File: config.mk
export PLATFORM = sky130hd
export DESIGN_NAME = sum_window_reader
export DESIGN_NICKNAME = d
export VERILOG_FILES = /design/src/rtl/sum_window_reader_pkg.sv /design/src/rtl/sum_window_reader_counter.sv /design/src/rtl/sum_window_reader.sv
export SDC_FILE = /design/constraint.sdc
export NUM_CORES = 1
export LEC_CHECK = 0
export BUFFER_PORTS_ARGS = -buffer_cell sky130_fd_sc_hd__buf_2
export CAP_MARGIN = 30
export CORE_UTILIZATION = 47
export DETAILED_ROUTE_END_ITERATION = 10
export GPL_TIMING_DRIVEN = 0
export MAX_ROUTING_LAYER = met4
export PLACE_DENSITY_LB_ADDON = 0.1
export SLEW_MARGIN = 0
export SYNTH_ARGS = -nofsm -noshare
export SYNTH_HDL_FRONTEND = slang
export SYNTH_SLANG_ARGS = --single-unit
export TNS_END_PERCENT = 10
File: constraint.sdc
create_clock -name MHz10 -period 3.37 [get_ports MHz10]
set_clock_uncertainty 0.05 [all_clocks]
set_input_delay 0.337 -clock MHz10 [delete_from_list [all_inputs] [get_ports MHz10]]
set_output_delay 0.337 -clock MHz10 [all_outputs]
set_load 0.005 [all_outputs]
File: src/rtl/sum_window_reader_pkg.sv
// Shared types and widths for the window-average reader and its counter.
package sum_window_reader_pkg;

  localparam int SUM_W        = 16;
  localparam int SAMPLE_W     = 9;
  localparam int LOG2_WIN_MAX = 7;

  typedef enum logic [1:0] {
    ST_CLR     = 2'd0,
    ST_COLLECT = 2'd1,
    ST_SETTLE  = 2'd2,
    ST_LATCH   = 2'd3
  } sw_state_e;

endpackage

File: src/rtl/sum_window_reader_counter.sv
// Samples-per-window counter: wraps to zero on the increment that hits the terminal count.
module window_counter #(
  parameter int LOG2_WIN = 3
) (
  input  logic clk_i,
  input  logic rst_i,
  input  logic en_i,
  input  logic inc_i,
  input  logic clr_i,
  output logic last_o
);

  // A 0-bit counter is illegal, so LOG2_WIN=0 keeps one bit that never leaves zero.
  localparam int CNT_W = (LOG2_WIN > 0) ? LOG2_WIN : 1;
  localparam logic [CNT_W-1:0] TERM = CNT_W'((1 << LOG2_WIN) - 1);

  logic [CNT_W-1:0] count_q, count_d;

  assign last_o = (count_q == TERM);

  always_comb begin
    count_d = count_q;
    if (clr_i) begin
      count_d = '0;
    end else if (inc_i) begin
      count_d = last_o ? '0 : count_q + CNT_W'(1);
    end
  end

  always_ff @(posedge clk_i) begin
    if (rst_i) begin
      count_q <= '0;
    end else if (en_i) begin
      count_q <= count_d;
    end
  end

endmodule

File: src/rtl/sum_window_reader.sv
// Sequences the accumulator through clear/collect/settle/latch windows and presents the
// window average on a valid/ready output with a sticky overrun flag.
module sum_window_reader
  import sum_window_reader_pkg::*;
#(
  parameter int LOG2_WIN = 3
) (
  input  logic                MHz10,
  input  logic                rst,
  input  logic                en,
  input  logic                sample_strobe,
  input  logic [SUM_W-1:0]    current_sum,
  output logic                acc_accumulate,
  output logic                acc_clear,
  output logic [SAMPLE_W-1:0] avg_sample,
  output logic                avg_valid,
  input  logic                avg_ready,
  output logic                overrun,
  output sw_state_e           dbg_state
);

  // Handshake: a result transfers on every cycle where avg_valid && avg_ready; the
  // producer never drops avg_valid or changes avg_sample before that transfer, except
  // when a new window latches over an unconsumed result, which raises overrun.

  sw_state_e           state_q, state_d;
  logic [SAMPLE_W-1:0] avg_q, avg_d;
  logic                valid_q, valid_d;
  logic                ovr_q, ovr_d;
  logic                cnt_inc, cnt_clr, cnt_last;
  logic                accept;

  window_counter #(.LOG2_WIN(LOG2_WIN)) u_cnt (
    .clk_i  (MHz10),
    .rst_i  (rst),
    .en_i   (en),
    .inc_i  (cnt_inc),
    .clr_i  (cnt_clr),
    .last_o (cnt_last)
  );

  assign accept = valid_q & avg_ready;

  always_comb begin
    state_d        = state_q;
    avg_d          = avg_q;
    valid_d        = valid_q & ~accept;
    ovr_d          = ovr_q;
    acc_accumulate = 1'b0;
    acc_clear      = 1'b0;
    cnt_inc        = 1'b0;
    cnt_clr        = 1'b0;
    // Gating on rst keeps the strobes quiet while reset is held.
    if (en && !rst) begin
      case (state_q)
        ST_CLR: begin
          acc_clear = 1'b1;
          cnt_clr   = 1'b1;
          state_d   = ST_COLLECT;
          if (sample_strobe) ovr_d = 1'b1;
        end
        ST_COLLECT: begin
          if (sample_strobe) begin
            acc_accumulate = 1'b1;
            cnt_inc        = 1'b1;
            if (cnt_last) state_d = ST_SETTLE;
          end
        end
        ST_SETTLE: begin
          state_d = ST_LATCH;
          if (sample_strobe) ovr_d = 1'b1;
        end
        ST_LATCH: begin
          acc_clear = 1'b1;
          avg_d     = SAMPLE_W'(current_sum >> LOG2_WIN);
          valid_d   = 1'b1;
          state_d   = ST_COLLECT;
          if (sample_strobe || (valid_q && !avg_ready)) ovr_d = 1'b1;
        end
        default: state_d = ST_CLR;
      endcase
    end
  end

  always_ff @(posedge MHz10) begin
    if (rst) begin
      state_q <= ST_CLR;
      avg_q   <= '0;
      valid_q <= 1'b0;
      ovr_q   <= 1'b0;
    end else begin
      state_q <= state_d;
      avg_q   <= avg_d;
      valid_q <= valid_d;
      ovr_q   <= ovr_d;
    end
  end

  assign avg_sample = avg_q;
  assign avg_valid  = valid_q;
  assign overrun    = ovr_q;
  assign dbg_state  = state_q;

endmodule
### Yosys cells after proc, flatten, opt, wreduce, memory -nomap -nowiden

Cells that the tools add are included.

| word-level totals | value |
|---|---|
| logic and storage cells | 49 |
| RAM bits | 0 |
| ROM bits | 0 |
| input bits | 21 |
| flip-flop bits (word level) | 16 |
| memories kept | 0 |
| bits in latches | 0 |

| operators by class | value |
|---|---|
| mux-type cells | 18 |
| add/subtract/negate cells | 1 |
| equality and inequality tests | 8 |
| bitwise logic cells | 3 |
| multipliers | 0 |
| $lt $le $gt $ge | 0 |
| shift-type cells | 0 |
| reduce and logical (&&, ||, !) cells | 14 |
| divide/modulo/power cells | 0 |

Operators with widths:

| operator | count |
|---|---|
| 2-to-1 mux 1 bit | 11 |
| 2-to-1 mux 3 bit | 3 |
| case mux 2 bit (3 select lines) | 1 |
| equality test 2 bit (second input constant) | 2 |
| 2-to-1 mux 2 bit | 2 |
| != test 2 x 1 -> 1 bit (second input constant) | 2 |
| != test 2 bit (second input constant) | 2 |
| AND reduction 2 bit | 2 |
| AND reduction 4 bit | 1 |
| nonzero test 2 bit | 2 |
| OR reduction 2 bit | 2 |
| adder 3 x 1 -> 3 bit (second input constant) | 1 |
| equality test 3 bit (second input constant) | 1 |
| AND reduction 3 bit | 1 |
| bitwise AND 1 bit | 2 |
| equality test 2 x 1 -> 1 bit (second input constant) | 1 |
| logical AND 1 bit | 2 |
| logical NOT 1 bit | 2 |
| logical NOT 2 bit | 1 |
| case mux 1 bit (2 select lines) | 1 |
| logical OR 1 bit | 1 |
| NOT 1 bit | 1 |

### Logic depth before layout (Yosys ltp)

Gate-level depths: netlist of the first run.

| depth | value |
|---|---|
| depth in word-level cells | 5 |
| mapped depth | 5 |
| mapped depth without buffers | 5 |

### By module

From an unflattened synthesis of the first run, not the netlist that was laid out.

| unflattened totals | value |
|---|---|
| cells, all modules | 87 |
| area total of the unflattened synthesis | 753.2 um^2 |

Modules (own cells, without submodules):

| module | cells an instance | instances | area an instance (um^2) |
|---|---|---|---|
| sum_window_reader | 71 | 1 | 596.8 |
| window_counter | 16 | 1 | 156.4 |

### Worst setup path before layout of the first run

No wires, ideal clock.

| timing path | value |
|---|---|
| kind | register to register |
| start point | register state_q[1], in the netlist dbg_state[1] |
| end point | register ovr_q, in the netlist overrun |
| arrival | 1.391 ns |
| slack | 1.859 ns |
| stages on the path, launching flop included | 6 |
| clock period less this slack | 1.511 ns |
| cell sequence | dfxtp_1 inv_1 ha_1 or4b_1 a21o_1 a21oi_1 |

| between the ends | value |
|---|---|
| cells in the longest elaborated chain, start to end | 4 |
| elaborated cells between the ends (all ways) | 9 |

Ends and longest elaborated chain:

| what | line | source |
|---|---|---|
| start, declared | sum_window_reader.sv:26 | `sw_state_e state_q, state_d;` |
| start signal, assigned | sum_window_reader.sv:92 | `state_q <= state_d;` |
| equality test 2 bit / logical NOT 2 bit (equally long branches) | sum_window_reader.sv:55 | `case (state_q)` |
| OR reduction 2 bit (no line) | - |  |
| != test 2 x 1 -> 1 bit (no line) / nonzero test 2 bit (equally long branches) | - |  |
| AND reduction 4 bit (no line) | - |  |
| end signal, assigned | sum_window_reader.sv:95 | `ovr_q <= ovr_d;` |
| end, declared | sum_window_reader.sv:29 | `logic ovr_q, ovr_d;` |

Parallel ways exist; a longest one is shown, timed or not.
A chain may end at the register's enable or synchronous reset.

### Final worst setup path of the first run

| timing path | value |
|---|---|
| start point | register state_q[0], in the netlist dbg_state[0] |
| end point | output port acc_clear |

| between the ends | value |
|---|---|
| cells in the longest elaborated chain, start to end | 4 |
| elaborated cells between the ends (all ways) | 5 |

Ends and longest elaborated chain:

| what | line | source |
|---|---|---|
| equality test 2 bit / logical NOT 2 bit (equally long branches) | sum_window_reader.sv:55 |  |
| OR reduction 2 bit (no line) * | - |  |
| 2-to-1 mux 1 bit * | sum_window_reader.sv:55 |  |
| 2-to-1 mux 1 bit * | sum_window_reader.sv:54 | `if (en && !rst) begin` |
| end, declared | sum_window_reader.sv:14 | `output logic acc_clear,` |

Mark *: on every way between the ends. The rest lies on a longest branch, timed or not.

==> results of run 1 <==
[cell usage after synthesis]
library cell	count	share of area
dfxtp_1	16	0.44
inv_1	12	0.061
nand3b_1	10	0.10
o21ai_0	10	0.068
ha_1	6	0.10
a21oi_1	4	0.027
mux2i_1	3	0.041
nand2b_1	3	0.026
nor2_1	3	0.015
a21o_1	2	0.020
nand2_1	2	0.010
a21boi_0	1	0.010
buf_2	1	0.0068
buf_4	1	0.010
clkbuf_1	1	0.0051
nand3_1	1	0.0068
nand4b_1	1	0.012
nor2b_1	1	0.0085
nor3b_1	1	0.010
or3_1	1	0.0085
or4b_1	1	0.014
[state kept, by name, indices dropped and copies added (netlist names)]
signal and count:
u_cnt.count_q 3, dbg_state 2, overrun 1, avg_valid 1, avg_sample 9
[cell type report]
class                   count  area [um^2]  area share
inverters                  12        45.04     0.04865
repair buffers             27        135.1      0.1459
flip-flops and latches     16        320.3      0.3459
well taps                  15        18.77     0.02027
plain buffers               3        16.27     0.01757
clock buffers               4        36.28     0.03919
multi-input cells          50        354.1      0.3824
[cell families after synthesis]
group,Yosys count
compound gates,17
mux,3
flops,16
fa+ha+maj,6
buf+inv,15
simple gates,24
[power by group through the flow]
stage / clock (W) / sequential, W / combinational, W
3_5_place_dp: 0 / 0.000203 / 0.0000428
4_1_cts: 0.000132 / 0.000198 / 0.0000432
5_1_grt: 0.000137 / 0.000199 / 0.0000483
2_1_floorplan: 0 / 0.000202 / 0.0000238
3_3_place_gp: 0 / 0.000202 / 0.0000411
6_report: 0.000131 / 0.000198 / 0.0000429
[stage by stage]
stage	hold slack (ps)	std cells
floorplan	397.9	81
global placement	412.8	123
detailed placement	416.3	123
CTS	234.9	127
global route	258.3	127
finish	236.0	127
[worst max path at each step]
stage | startpoint | end | slack (ps) | depth (start not counted)
2_1_floorplan | dbg_state[1] | overrun | 1860 | 5
3_5_place_dp | dbg_state[1] | overrun | 1720 | 5
4_1_cts | dbg_state[0] | acc_clear | 1510 | 4
5_1_grt | dbg_state[0] | acc_clear | 1420 | 4
6_report | dbg_state[0] | acc_clear | 1520 | 4
3_3_place_gp | dbg_state[1] | overrun | 1780 | 5
[routing by layer]
layer,vias to the layer above,share of wire
met5,-,0
met4,0,0.013
met3,4,0.035
met2,18,0.50
met1,291,0.45
li1,330,-
[worst max-delay path, stage by stage, from the launching register on]
cell,delay (ps)
dfxtp_1,420
inv_1,100
ha_1,320
nor3b_1,190
buf_2,140
==> impl_metrics.json, run 1 <==
{
  "antenna_found_initial": 0,
  "finalNetCount": 140,
  "p_sw_w": 0.00009002,
  "worstReg2RegEnd": "overrun",
  "cts.clk_slew.worst_paths_ps": 100,
  "synth_mux_area_frac": 0.04082,
  "cts_made_buffers": 3,
  "syn_area_per_cell_um2": 9.083,
  "clkPwrFrac": 0.352,
  "path_class": "reg -> out",
  "rsz0062_at_grt": "no",
  "cts_resized": 0,
  "first_pass_iters": 4,
  "synth_area_um2": 735.7,
  "worstHoldEndpoint": "avg_sample[4]",
  "combPwrFrac": 0.115,
  "fmax_mhz": 541.1,
  "grt_pass1_wl_um": 2490,
  "timing.setup.tns_ps": 0,
  "final_cell_area_um2": 925.9,
  "synthCells": 81,
  "hold_path_depth": 3,
  "power_density_nw_per_um2": 401.9,
  "synth_compound_area_frac": 0.1259,
  "drv_cap": 0,
  "diodes": 0,
  "via_count": 643,
  "dp_hpwl_um": 1077,
  "synthXorXnorAreaFrac": 0,
  "wl_per_cell_um": 11.58,
  "n_fill_cell": 129,
  "synth_top_family_by_area": "simple AND/OR/NAND/NOR gates",
  "syn_to_final_growth_pct": 25.85,
  "vias_per_cell": 5.063,
  "insertion_delay_ps": 300,
  "grt_pass1_vias": 603,
  "cts_root_buf": "clkbuf_4",
  "p_leak_nw": 0.4905,
  "ys_seq_area_frac": 0.4354,
  "fin_crit_ps": 1848,
  "worst_r2r_path_depth": 5,
  "start_kind": "flop",
  "gr-usage-met1": 0.2192,
  "dpl_worst_slack_ps": 1718,
  "start_util": 0.5321,
  "endpoint_kind": "output pin",
  "cts_tree": "done",
  "grt_overflow_total": 0,
  "final-setup-viol-count": 0,
  "die_x_um": 41.57,
  "irDropWorstVdd_v": 0.0002240,
  "crit_path_max_fanout": 5,
  "cts_hold_buf": 0,
  "grt_use_total": 0.1925,
  "final_common_cell": "buf_2",
  "die_h_um": 41.57,
  "cts_setup_buffers": 0,
  "grt_max_degree": 11,
  "synthDistinctLibCells": 21,
  "internal_power_w": 0.0002821,
  "row_count": 13,
  "r2r-start": "dbg_state[1]",
  "fp.dieArea_um2": 1728,
  "worst_slack_ps": 1522,
  "worstMarginPinSlew_ps": 384.9,
  "worstHoldStart": "current_sum[7]",
  "layout_common_cells": "buf_2 (28), dfxtp_1 (16), inv_1 (12)",
  "critPathArrivalTime_ps": 1460,
  "fin_crit_sh": 0.5484,
  "antenna_left": 0,
  "synth_nets": 108,
  "swShare": 0.2419,
  "clock-sinks": 16,
  "pin_count": 36,
  "holdCritPathClass": "in -> reg",
  "cts_max_path_buffers": 2,
  "use_met2": 0.3281,
  "worst_ep_required_time_ps": 2980,
  "slew_viol_final": 0,
  "status": "completed",
  "layout-drive-gt1-share": 0.2946,
  "wl_um": 1471,
  "r2r_slack_ps": 1710,
  "place_congestion": 0.7360,
  "drt_first_iter_violations": 18,
  "drcViolationCount": 0,
  "postPlaceCellArea_um2": 889.6,
  "synth-adder-area-share": 0.1020,
  "core-area_um2": 1383,
  "synthSimpleGateAreaFrac": 0.2126,
  "seqPwrFrac": 0.533,
  "yosysWarningCount": 0,
  "port_buffers": 27,
  "ys_seq_elements": 16,
  "power_w": 0.0003721,
  "busiest_layer": "met2",
  "h-tree-depth": 1,
  "slew_headroom": 0.7434,
  "utilization": 0.6697,
  "grt.met3_usage": 0.02609,
  "finalHoldViolCount": 0
}
No activity file was read; power rests on OpenSTA's default activity.
==> run 2: changes to the inputs <==
--- a/config.mk
+++ b/config.mk
@@ -7,7 +7,7 @@
 export LEC_CHECK = 0
 export BUFFER_PORTS_ARGS = -buffer_cell sky130_fd_sc_hd__buf_2
 export CAP_MARGIN = 30
-export CORE_UTILIZATION = 47
+export CORE_UTILIZATION = 43
 export DETAILED_ROUTE_END_ITERATION = 10
 export GPL_TIMING_DRIVEN = 0
 export MAX_ROUTING_LAYER = met4
==> constraint.sdc (replaced) <==
create_clock -name MHz10 -period 1.75 [get_ports MHz10]
set_clock_uncertainty 0.05 [all_clocks]
set_input_delay 0.175 -clock MHz10 [delete_from_list [all_inputs] [get_ports MHz10]]
set_output_delay 0.175 -clock MHz10 [all_outputs]
set_load 0.005 [all_outputs]
==> impl_metrics.json, run 2 (synthesized netlist as in run 1, its figures left out) <==
{
  "drt_first_iter_violations": 11,
  "first_pass_iters": 7,
  "worstReg2RegEnd": "overrun",
  "cts_tree": "done",
  "worst_ep_required_time_ps": 1520,
  "grt_max_degree": 11,
  "clock-sinks": 16,
  "cts_made_buffers": 3,
  "slew_viol_final": 0,
  "irDropWorstVdd_v": 0.0004123,
  "fmax_mhz": 593.0,
  "drcViolationCount": 6,
  "cts_resized": 0,
  "grt_use_total": 0.1798,
  "p_leak_nw": 0.4989,
  "diodes": 0,
  "rsz0062_at_grt": "no",
  "cts_root_buf": "clkbuf_4",
  "crit_path_max_fanout": 5,
  "h-tree-depth": 1,
  "final_common_cell": "buf_2",
  "worstHoldStart": "current_sum[4]",
  "place_congestion": 0.7342,
  "fin_crit_sh": 0.9636,
  "layout.cells.non_filler": 130,
  "start_kind": "flop",
  "postPlaceCellArea_um2": 890.9,
  "regArea_um2": 320.3,
  "worst_r2r_path_depth": 5,
  "n_fill_cell": 134,
  "fp.dieArea_um2": 1881,
  "holdCritPathClass": "in -> reg",
  "insertion_delay_ps": 290,
  "r2r_slack_ps": 110,
  "drv_cap": 0,
  "start_util": 0.4719,
  "antenna_found_initial": 0,
  "wl_um": 1493,
  "worstHoldEndpoint": "avg_sample[1]",
  "hold_path_depth": 3,
  "worstMarginPinSlew_ps": 386.8,
  "path_class": "reg -> out",
  "port_buffers": 27,
  "vias_per_cell": 5.031,
  "grt_overflow_total": 0,
  "finalNetCount": 142,
  "row_count": 14,
  "endpoint_kind": "output pin",
  "final_cell_area_um2": 942.2,
  "dp_hpwl_um": 1074,
  "die_h_um": 43.37,
  "cts_setup_buffers": 0,
  "cts.clk_slew.worst_paths_ps": 100,
  "layout_common_cells": "buf_2 (28), dfxtp_1 (16), inv_1 (12)",
  "die_x_um": 43.37,
  "multi_input_area_um2": 354.1,
  "grt_pass1_vias": 585,
  "status": "finished, violations left",
  "layout-drive-gt1-share": 0.3070,
  "power_density_nw_per_um2": 754.6,
  "antenna_left": 0,
  "cts_hold_buf": 0,
  "critPathArrivalTime_ps": 1460,
  "syn_to_final_growth_pct": 28.06,
  "core-area_um2": 1559,
  "grt_pass1_wl_um": 2387,
  "utilization": 0.6043,
  "largest_reg_flops": 9,
  "violations": "DRC",
  "timing.setup.tns_ps": 0,
  "r2r-start": "dbg_state[1]",
  "cts_max_path_buffers": 2,
  "slew_headroom": 0.7414,
  "final-setup-viol-count": 0,
  "fin_crit_ps": 1686,
  "finalHoldViolCount": 0,
  "pin_count": 36,
  "via_count": 654,
  "numPlacedInstances": 124,
  "fin_hold_ws_ps": 72.41,
  "wl_per_cell_um": 11.48
}
run 2: layer usage:
metal	vias up	GRT usage	share of wire
li1	334	-	-
met4	0	0.1125	0.019
met2	20	0.2909	0.46
met5	-	-	0
met1	296	0.2016	0.48
met3	4	0.03750	0.046
run 2: area by class of cell:
| cell class | count | area share |
|---|---|---|
| Tap cell | 16 | 0.02125 |
| Clock buffer | 4 | 0.03851 |
| Timing Repair Buffer | 29 | 0.1594 |
| Buffer | 3 | 0.01726 |
| Multi-Input combinational cell | 50 | 0.3758 |
| Inverter | 12 | 0.04781 |
| Sequential cell | 16 | 0.3400 |
run 2: critical path, stage by stage (launching register included):
cell and delay, ps:
dfxtp_1 420, inv_1 90, ha_1 310, nor3b_1 210, buf_2 140
run 2: worst max-delay path by stage:
stage                  from        end  slack, ps
5_1_grt        dbg_state[0]  acc_clear          5
6_report       dbg_state[0]  acc_clear         60
4_1_cts        dbg_state[0]  acc_clear         70
2_1_floorplan  dbg_state[1]    overrun        240
3_3_place_gp   dbg_state[1]    overrun        150
3_5_place_dp   dbg_state[1]    overrun        120
run 2: power by group:
part | internal, W | total [W] | switching (W)
logic | 0.0000440 | 0.0000832 | 0.0000393
clock network | 0.000127 | 0.000246 | 0.000119
registers | 0.000373 | 0.000382 | 0.00000824
total | 0.000544 | 0.000711 | 0.000167
run 2: through the flow:
stage / setup slack (ps) / power (W)
4_1_cts: 69.93 / 0.0007150
3_5_place_dp: 123.8 / 0.0004714
6_report: 63.67 / 0.0007110
2_1_floorplan: 239.5 / 0.0004357
3_3_place_gp: 151.3 / 0.0004697
5_1_grt: 4.990 / 0.0007425
==> run 3: changes to the inputs <==
--- a/config.mk
+++ b/config.mk
@@ -12,6 +12,7 @@
 export GPL_TIMING_DRIVEN = 0
 export MAX_ROUTING_LAYER = met4
 export PLACE_DENSITY_LB_ADDON = 0.1
+export RECOVER_POWER = 100
 export SLEW_MARGIN = 0
 export SYNTH_ARGS = -nofsm -noshare
 export SYNTH_HDL_FRONTEND = slang
==> impl_metrics.json, run 3 (synthesized netlist as in run 1, its figures left out) <==
{
  "drcViolationCount": 6,
  "fmax_mhz": 592.9,
  "syn_to_final_growth_pct": 27.89,
  "slew_viol_final": 0,
  "grt_overflow_total": 0,
  "drv_cap": 0,
  "r2r_slack_ps": 100,
  "cts_tree": "done",
  "irDropWorstVdd_v": 0.0004113,
  "finalHoldViolCount": 0,
  "layout-drive-gt1-share": 0.2982,
  "worst_r2r_path_depth": 5,
  "start_util": 0.4719,
  "layout.cells.non_filler": 130,
  "p_leak_nw": 0.4960,
  "hold_path_depth": 3,
  "cts_hold_buf": 0,
  "status": "finished, violations left",
  "diodes": 0,
  "first_pass_iters": 7,
  "cts_max_path_buffers": 2,
  "via_count": 652,
  "cts_made_buffers": 3,
  "power_w": 0.0007112,
  "antenna_found_initial": 0,
  "power_density_nw_per_um2": 755.9,
  "endpoint_kind": "output pin",
  "start_kind": "flop",
  "final-setup-viol-count": 0,
  "pin_count": 36,
  "core-area_um2": 1559,
  "numPlacedInstances": 124,
  "cts_resized": 0,
  "grt_pass1_wl_um": 2387,
  "final_common_cell": "buf_2",
  "grt_use_total": 0.1798,
  "worstHoldStart": "current_sum[4]",
  "dp_hpwl_um": 1074,
  "cts_setup_buffers": 0,
  "worst_ep_required_time_ps": 1520,
  "slew_headroom": 0.7265,
  "die_h_um": 43.37,
  "vias_per_cell": 5.015,
  "fin_crit_ps": 1687,
  "fp.dieArea_um2": 1881,
  "place_congestion": 0.7342,
  "timing.setup.tns_ps": 0,
  "wl_um": 1510,
  "largest_reg_flops": 9,
  "cts.clk_slew.worst_paths_ps": 100,
  "grt_pass1_vias": 585,
  "wl_per_cell_um": 11.62,
  "worstMarginPinSlew_ps": 409.0,
  "fin_crit_sh": 0.9637,
  "worstHoldEndpoint": "avg_sample[1]",
  "row_count": 14,
  "utilization": 0.6035,
  "path_class": "reg -> out",
  "crit_path_max_fanout": 5,
  "grt_max_degree": 11,
  "insertion_delay_ps": 290,
  "worstReg2RegEnd": "overrun",
  "holdCritPathClass": "in -> reg",
  "die_x_um": 43.37,
  "layout_common_cells": "buf_2 (26), dfxtp_1 (16), inv_1 (12)",
  "finalNetCount": 142,
  "port_buffers": 27,
  "cts_root_buf": "clkbuf_4",
  "h-tree-depth": 1,
  "violations": "DRC",
  "antenna_left": 0,
  "clock-sinks": 16,
  "critPathArrivalTime_ps": 1460,
  "drt_first_iter_violations": 11,
  "r2r-start": "dbg_state[1]",
  "rsz0062_at_grt": "no"
}
==> run 3: cell count changes in the layout (fill, tap and decap cells not counted), sizes merged <==
cell | previous run | this run
buf | 31 | 28
clkbuf | 5 | 8
==> run 3: worst max-delay path, cell delays in order (launching register included) <==
cell and delay, ps:
dfxtp_1 420, inv_1 90, ha_1 310, nor3b_1 210, buf_2 140
==> run 3: power by group <==
group           total, W  switching, W  leakage, nW  internal, W
combinational  0.0000833     0.0000394        0.345    0.0000439
sequential      0.000382    0.00000822        0.130     0.000373
clock           0.000246      0.000120       0.0210     0.000127
total           0.000711      0.000167        0.496     0.000544
==> run 3: how the worst max path moves through the flow <==
stage                             from         to  slack (ps)  depth (start not counted)
after floorplan           dbg_state[1]    overrun         240                          5
after global placement    dbg_state[1]    overrun         150                          5
after detailed placement  dbg_state[1]    overrun         120                          5
after CTS                 dbg_state[0]  acc_clear          70                          4
after global routing      dbg_state[0]  acc_clear           5                          4
final                     dbg_state[0]  acc_clear          60                          4
==> run 3: final cells by class <==
class                      instances  area (um^2)
multi-input combinational         50        354.1
timing repair buffer              29        148.9
tap                               16        20.02
clock buffer                       4        36.28
buffer                             3        16.27
sequential                        16        320.3
fill                             135        618.1
inverter                          12        45.04
==> run 3: per-layer routing <==
metal	GRT usage	part of all wire	up-vias
li1	-	-	334
met1	0.2016	0.48	294
met5	-	0	-
met2	0.2909	0.44	20
met3	0.03750	0.057	4
met4	0.1125	0.021	0
==> run 3: per-stage QoR <==
stage | setup WS [ps] | hold WS [ps] | area (um^2)
floorplan | 239.5 | 271.4 | 735.7
global placement | 151.3 | 377.7 | 890.9
detailed placement | 123.8 | 387.9 | 890.9
CTS | 69.93 | 72.74 | 927.1
global route | 4.990 | 75.96 | 940.9
finish | 63.45 | 71.51 | 940.9
